===== config.mk =====
export PLATFORM = sky130hd
export DESIGN_NAME = instr_fetch
export DESIGN_NICKNAME = d
export VERILOG_FILES = /design/src/rtl/core_pkg.sv /design/src/rtl/fetch_fifo.sv /design/src/rtl/instr_fetch.sv
export SDC_FILE = /design/constraint.sdc
export NUM_CORES = 1
export LEC_CHECK = 0
export CAP_MARGIN = 20
export CORE_MARGIN = 2
export CORE_UTILIZATION = 30
export CTS_CLUSTER_SIZE = 24
export DETAILED_ROUTE_END_ITERATION = 8
export PLACE_DENSITY = 0.54
export SETUP_SLACK_MARGIN = 0.5
export SLEW_MARGIN = 15
export SYNTH_ARGS = -nofsm -noshare
export SYNTH_HDL_FRONTEND = slang
export SYNTH_HIERARCHICAL = 1
export SYNTH_SLANG_ARGS = --single-unit

===== constraint.sdc =====
create_clock -name clk -period 4 [get_ports clk]
set_clock_uncertainty 0.1 [all_clocks]
set_input_delay 0.8 -clock clk [delete_from_list [all_inputs] [get_ports clk]]
set_output_delay 0.8 -clock clk [all_outputs]
set_load 0.05 [all_outputs]

===== src/rtl/core_pkg.sv =====
// Shared core definitions: datapath width, instruction type and the NOP
// encoding (addi x0, x0, 0) presented when no instruction is available.
package core_pkg;
  localparam int XLEN = 32;

  typedef logic [XLEN-1:0] instr_t;

  localparam instr_t NOP = 32'h0000_0013;
endpackage


===== src/rtl/fetch_fifo.sv =====
// Synchronous FIFO with flush for the fetch prefetch queue.
// DEPTH must be a power of two so the pointers wrap naturally.
// The caller never writes when full and never reads when empty.
// flush takes priority over any write or read in the same cycle.
module fetch_fifo #(
  parameter int DEPTH = 4,
  parameter int WIDTH = 64
) (
  input  logic                     clk,
  input  logic                     rst,
  input  logic                     flush,
  input  logic                     wr_en,
  input  logic [WIDTH-1:0]         wr_data,
  input  logic                     rd_en,
  output logic [WIDTH-1:0]         rd_data,
  output logic                     empty,
  output logic [$clog2(DEPTH):0]   count
);
  localparam int PW = $clog2(DEPTH);

  logic [WIDTH-1:0] mem_q [DEPTH];
  logic [PW-1:0]    wr_ptr_q, wr_ptr_d;
  logic [PW-1:0]    rd_ptr_q, rd_ptr_d;
  logic [PW:0]      count_q, count_d;

  // Next pointer/occupancy: flush empties, otherwise step on write/read.
  always_comb begin
    wr_ptr_d = wr_ptr_q;
    rd_ptr_d = rd_ptr_q;
    count_d  = count_q;
    if (flush) begin
      wr_ptr_d = '0;
      rd_ptr_d = '0;
      count_d  = '0;
    end else begin
      if (wr_en) wr_ptr_d = wr_ptr_q + 1'b1;
      if (rd_en) rd_ptr_d = rd_ptr_q + 1'b1;
      case ({wr_en, rd_en})
        2'b10:   count_d = count_q + 1'b1;
        2'b01:   count_d = count_q - 1'b1;
        default: count_d = count_q;
      endcase
    end
  end

  // Pointer and occupancy registers.
  always_ff @(posedge clk or posedge rst) begin
    if (rst) begin
      wr_ptr_q <= '0;
      rd_ptr_q <= '0;
      count_q  <= '0;
    end else begin
      wr_ptr_q <= wr_ptr_d;
      rd_ptr_q <= rd_ptr_d;
      count_q  <= count_d;
    end
  end

  // Storage array; contents are don't-care until written.
  always_ff @(posedge clk) begin
    if (wr_en && !flush) mem_q[wr_ptr_q] <= wr_data;
  end

  assign rd_data = mem_q[rd_ptr_q];
  assign empty   = (count_q == '0);
  assign count   = count_q;
endmodule


===== src/rtl/instr_fetch.sv =====
// Instruction fetch unit with a prefetch queue.
// Optional build macro: IFETCH_PERF_EN adds perf_fetch_cnt / perf_flush_cnt.
//
// Handshake: the head entry is offered with instr_valid; it is consumed only in
// a cycle where instr_valid && instr_ready are both high and no redirect is
// present. instr_ready with instr_valid low has no effect.
// Memory: a request in cycle t returns imem_rdata in cycle t+1, and the pair
// {imem_rdata, pc} is enqueued at the end of t+1. Requests are credit
// limited so queued + in-flight never exceeds DEPTH.
module instr_fetch
  import core_pkg::*;
#(
  parameter int              DEPTH    = 4,
  parameter logic [XLEN-1:0] RESET_PC = 32'h0
) (
  input  logic            clk,
  input  logic            rst,
  input  logic            redirect_valid,
  input  logic [XLEN-1:0] redirect_pc,
  output logic            imem_req,
  output logic [XLEN-1:0] imem_addr,
  input  logic [XLEN-1:0] imem_rdata,
  output logic            instr_valid,
  output instr_t          instr,
  output logic [XLEN-1:0] instr_pc,
  input  logic            instr_ready
`ifdef IFETCH_PERF_EN
  ,
  output logic [31:0]     perf_fetch_cnt,
  output logic [31:0]     perf_flush_cnt
`endif
);
  localparam int             CW      = $clog2(DEPTH) + 1;
  localparam int             EW      = 2 * XLEN;
  localparam logic [CW:0]    DEPTH_W = (CW+1)'(DEPTH);

  logic [XLEN-1:0] fetch_pc_q, fetch_pc_d;
  logic [XLEN-1:0] inflight_pc_q, inflight_pc_d;
  logic [XLEN-1:0] last_pc_q, last_pc_d;
  logic            inflight_q, inflight_d;

  logic [CW-1:0]   fifo_count;
  logic [CW:0]     credit_used;
  logic            fifo_empty;
  logic [EW-1:0]   fifo_rdata;
  logic            enq, deq;

  // Credits come from registered occupancy only, so a dequeue this cycle
  // does not open a slot until the next cycle.
  assign credit_used = {1'b0, fifo_count} + {{CW{1'b0}}, inflight_q};
  assign imem_req    = !rst && !redirect_valid && (credit_used < DEPTH_W);
  assign imem_addr   = fetch_pc_q;

  // A redirect wins over both the returning response and a dequeue.
  assign enq = inflight_q && !redirect_valid;
  assign deq = instr_valid && instr_ready && !redirect_valid;

  fetch_fifo #(
    .DEPTH (DEPTH),
    .WIDTH (EW)
  ) u_fifo (
    .clk     (clk),
    .rst     (rst),
    .flush   (redirect_valid),
    .wr_en   (enq),
    .wr_data ({imem_rdata, inflight_pc_q}),
    .rd_en   (deq),
    .rd_data (fifo_rdata),
    .empty   (fifo_empty),
    .count   (fifo_count)
  );

  assign instr_valid = !fifo_empty;
  assign instr       = instr_valid ? fifo_rdata[EW-1:XLEN] : NOP;
  assign instr_pc    = instr_valid ? fifo_rdata[XLEN-1:0] : last_pc_q;

  // Next fetch address, in-flight tracking and held head pc.
  always_comb begin
    fetch_pc_d    = fetch_pc_q;
    inflight_pc_d = inflight_pc_q;
    inflight_d    = imem_req;
    last_pc_d     = last_pc_q;
    if (redirect_valid) begin
      fetch_pc_d = redirect_pc;
    end else if (imem_req) begin
      fetch_pc_d    = fetch_pc_q + 32'd1;
      inflight_pc_d = fetch_pc_q;
    end
    if (instr_valid) last_pc_d = fifo_rdata[XLEN-1:0];
  end

  // Fetch state registers.
  always_ff @(posedge clk or posedge rst) begin
    if (rst) begin
      fetch_pc_q    <= RESET_PC;
      inflight_pc_q <= RESET_PC;
      inflight_q    <= 1'b0;
      last_pc_q     <= RESET_PC;
    end else begin
      fetch_pc_q    <= fetch_pc_d;
      inflight_pc_q <= inflight_pc_d;
      inflight_q    <= inflight_d;
      last_pc_q     <= last_pc_d;
    end
  end

`ifdef IFETCH_PERF_EN
  logic [31:0] perf_fetch_q, perf_fetch_d;
  logic [31:0] perf_flush_q, perf_flush_d;

  // Count issued requests, and entries plus in-flight dropped by a redirect.
  always_comb begin
    perf_fetch_d = perf_fetch_q + {31'd0, imem_req};
    perf_flush_d = perf_flush_q;
    if (redirect_valid) perf_flush_d = perf_flush_q + 32'(credit_used);
  end

  // Performance counter registers (wrap naturally).
  always_ff @(posedge clk or posedge rst) begin
    if (rst) begin
      perf_fetch_q <= '0;
      perf_flush_q <= '0;
    end else begin
      perf_fetch_q <= perf_fetch_d;
      perf_flush_q <= perf_flush_d;
    end
  end

  assign perf_fetch_cnt = perf_fetch_q;
  assign perf_flush_cnt = perf_flush_q;
`else
  // Performance counters are not built in this configuration.
`endif
endmodule


==> results.json <==
{
  "synth_nets": 924,
  "drtAntennaViolNets": 0,
  "ir_worst_vdd_uv": 268,
  "synth-compound-area-share_pct": 3.04,
  "yosysTopAreaCell": "edfxtp_1",
  "die_w_um": 222,
  "p_int_mw": 7.38,
  "cp-start-kind": "flop",
  "gr-total-overflow": 0,
  "hp-start": "last_pc_q[11]$_DFF_PP0_",
  "drt_iter0_drc": 614,
  "synth_area_um2": 14300,
  "synthMuxAreaShare_pct": 12.8,
  "synth_async_sr_flop_share_pct": 28.9,
  "start_util_pct": 30.5,
  "power.density_nw_per_um2": 581,
  "max_freq_ghz": 0.295,
  "fp-row-count": 79,
  "crit_required_ns": 3.10,
  "wirelength_um": 34400,
  "arrival_ns": 2.49,
  "synth_edf_count": 256,
  "yosysMostFrequentCell": "edfxtp_1",
  "worst_r2r_path_depth": 6,
  "ys_seq_area_share_pct": 72.2,
  "yosys.area.top_type_share_pct": 53.9,
  "remaining_drc_errors": 0,
  "cts_tree": "built",
  "clkLatencyLatePin_ns": 0.55,
  "synthAdderAreaFrac_pct": 0.579,
  "core_region_area_um2": 46800,
  "endpoint_kind": "output port",
  "min_to": "last_pc_q[11]$_DFF_PP0_",
  "r2r_setup_slack_ns": 1.38,
  "cts_buffer_depth": 3,
  "die_h_um": 222,
  "ys_seq_elements": 360,
  "report.final.slew_viol_count": 0,
  "root_buffer": "clkbuf_16",
  "cts_sinks": 360,
  "synth_area_per_cell_um2": 16.8,
  "avgViaCountPerCell": 4.81,
  "synthFlopType": "edfxtp_1",
  "synth_top_family_by_area": "multiplexers",
  "power_leakage_nw": 6.55,
  "dr.pass1.iters": 5,
  "worst-setup-path-type": "reg2out",
  "regArea_um2": 10300,
  "min_path_type": "reg2reg",
  "grt_start_max_net_pins": 51,
  "p_seq_share_pct": 43.0,
  "drv_cap": 0,
  "worstReg2RegStart": "imem_addr[0]$_DFFE_PP0P_",
  "drt-wirelength-per-cell_um": 20.4,
  "first_global_vias": 8670,
  "post-place-ws_ns": 0.558,
  "status": "complete, no violations",
  "syn_inst": 850,
  "swShare_pct": 30.0,
  "cts_buffers": 42,
  "finalSetupViolCount": 0,
  "dpl.hpwl_um": 21500,
  "synth_xor_area_share_pct": 0.430,
  "relSlewSlack_pct": 48.6,
  "port_buffers": 165,
  "ios": 166,
  "area_growth_pct": 27.3,
  "path_clk_slew_ns": 0.06,
  "track_usage_pct": 14.4,
  "ys_warn_count": 6,
  "multi_input_area_um2": 3720,
  "setup_ws_ns": 0.609,
  "antenna_cells": 0,
  "tns_ns": 0,
  "htreeDepth": 2,
  "cp_max_fo": 11,
  "nets": 1123,
  "rsz0062_at_grt": "false",
  "power_switching_mw": 3.16,
  "period_needed_ns": 3.39,
  "hold_depth": 1,
  "drive_gt1_share_pct": 24.1,
  "total_power_mw": 10.5,
  "synth.cells.most_frequent": "256 x edfxtp_1, 133 x nand2_1, 104 x dfrtp_1",
  "ys_types": 50,
  "p_clk_share_pct": 36.9,
  "finalCritPeriodShare_pct": 84.8,
  "synth-simple-area-share_pct": 9.12,
  "antenna_found_initial": 0,
  "grt_pass1_wl_um": 54100,
  "dieArea_um2": 49300,
  "postCtsHoldBufs": 0,
  "vias": 8121,
  "timing.rr.end": "imem_addr[30]$_DFFE_PP0P_",
  "final-hold-violation-count": 0,
  "tightest_slew_ns": 0.768,
  "p_comb_share_pct": 20.1,
  "nFillCells": 4368,
  "holdWs_ns": 0.390,
  "ys_top_cells_by_area": "edfxtp_1 54%, dfrtp_1 18%, mux4_2 10%, nand2_1 3.5%, mux2_2 2.5%",
  "gp_congestion": 0.768
}
[cell families (layout without fill, tap and decap cells)]
logic type	count (synthesis)	after routing
buffers and inverters	54	287
adder cells (fa/ha/maj)	6	6
AO/OA/AOI/OAI	63	63
multiplexers	98	98
XOR/XNOR	7	7
AND/OR/NAND/NOR	262	262
flip-flops	360	360
[per-stage QoR]
stage | cell area (um^2) | instances | util (%)
final | 18100 | 1690 | 38.8
after global routing | 18100 | 1690 | 38.8
after CTS | 18200 | 1690 | 38.9
after detailed placement | 16800 | 1605 | 35.8
after global placement | 16800 | 1605 | 35.8
after floorplan | 14300 | 850 | -
[worst max path at each step]
stage | start | endpoint | slack (ns) | depth (start not counted)
5_1_grt | u_fifo/rd_ptr_q[0]$_DFFE_PP0P_ | instr_pc[17] | 0.51 | 5
2_1_floorplan | rst | imem_addr[0]$_DFFE_PP0P_ | 0.57 | 1
3_5_place_dp | rst | imem_addr[30]$_DFFE_PP0P_ | 0.56 | 7
4_1_cts | u_fifo/rd_ptr_q[0]$_DFFE_PP0P_ | instr_pc[26] | 0.45 | 5
6_report | u_fifo/rd_ptr_q[0]$_DFFE_PP0P_ | instr_pc[17] | 0.61 | 5
3_3_place_gp | u_fifo/rd_ptr_q[0]$_DFFE_PP0P_ | instr_pc[16] | 0.61 | 4
[worst max-delay path, stage by stage, from the launching register on]
cell and delay (ns):
dfrtp_4 0.45, buf_12 0.11, buf_6 0.19, mux4_2 0.54, mux2_2 0.30, clkdlybuf4s15_2 0.34
[cell usage in the layout (no fill, tap or decap), types with 8 or more instances in the layout]
cell type,count
mux2_2,32
nand4_1,10
o311ai_0,8
buf_12,10
clkbuf_16,45
and3_1,9
clkinv_2,12
buf_2,23
dfrtp_1,102
nor2_1,13
nand3_1,16
clkdlybuf4s50_1,99
inv_1,10
mux4_2,64
nor2b_1,37
nand2_1,132
o211ai_1,9
o21ai_0,24
edfxtp_1,256
buf_4,28
dlygate4sd2_1,21
[final cells by class]
cell class / instances / area share (%)
clock buffers: 54 / 6.61
inverters: 11 / 0.241
repair buffers: 198 / 10.4
well taps: 607 / 4.19
flip-flops and latches: 360 / 56.8
multi-input cells: 436 / 20.5
clock inverters: 24 / 1.25
[registers in the layout, indices dropped and copies added (netlist names)]
register,cells
last_pc_q,32
inflight_q,1
u_fifo/rd_ptr_q,2
u_fifo/wr_ptr_q,2
u_fifo/count,3
inflight_pc_q,32
imem_addr,32
u_fifo/mem_q,256
[repair_timing]
item,4_1_cts,5_1_grt
setup buffers,6,0
setup endpoints to repair,59,14
resized for setup,156,19
cloned,1,0
pin swaps,0,0
endpoints found under the hold margin,0,0
[power by group through the flow]
stage          Clock (mW)  Sequential, mW  Combinational [mW]
6_report             3.89            4.53                2.12
5_1_grt              4.18            4.57                2.25
4_1_cts              4.01            4.53                2.17
3_5_place_dp            0            4.61                2.25
3_3_place_gp            0            4.60                2.25
2_1_floorplan           0            4.65                1.37
[layer usage]
layer,track usage (%),part of all wire (%),wire [um]
met3,3.17,4.5,1550
met4,3.68,1.9,642
met1,20.4,48,16400
met5,0,0,0
met2,22.4,46,15800
No activity file was read; power rests on OpenSTA's default activity.
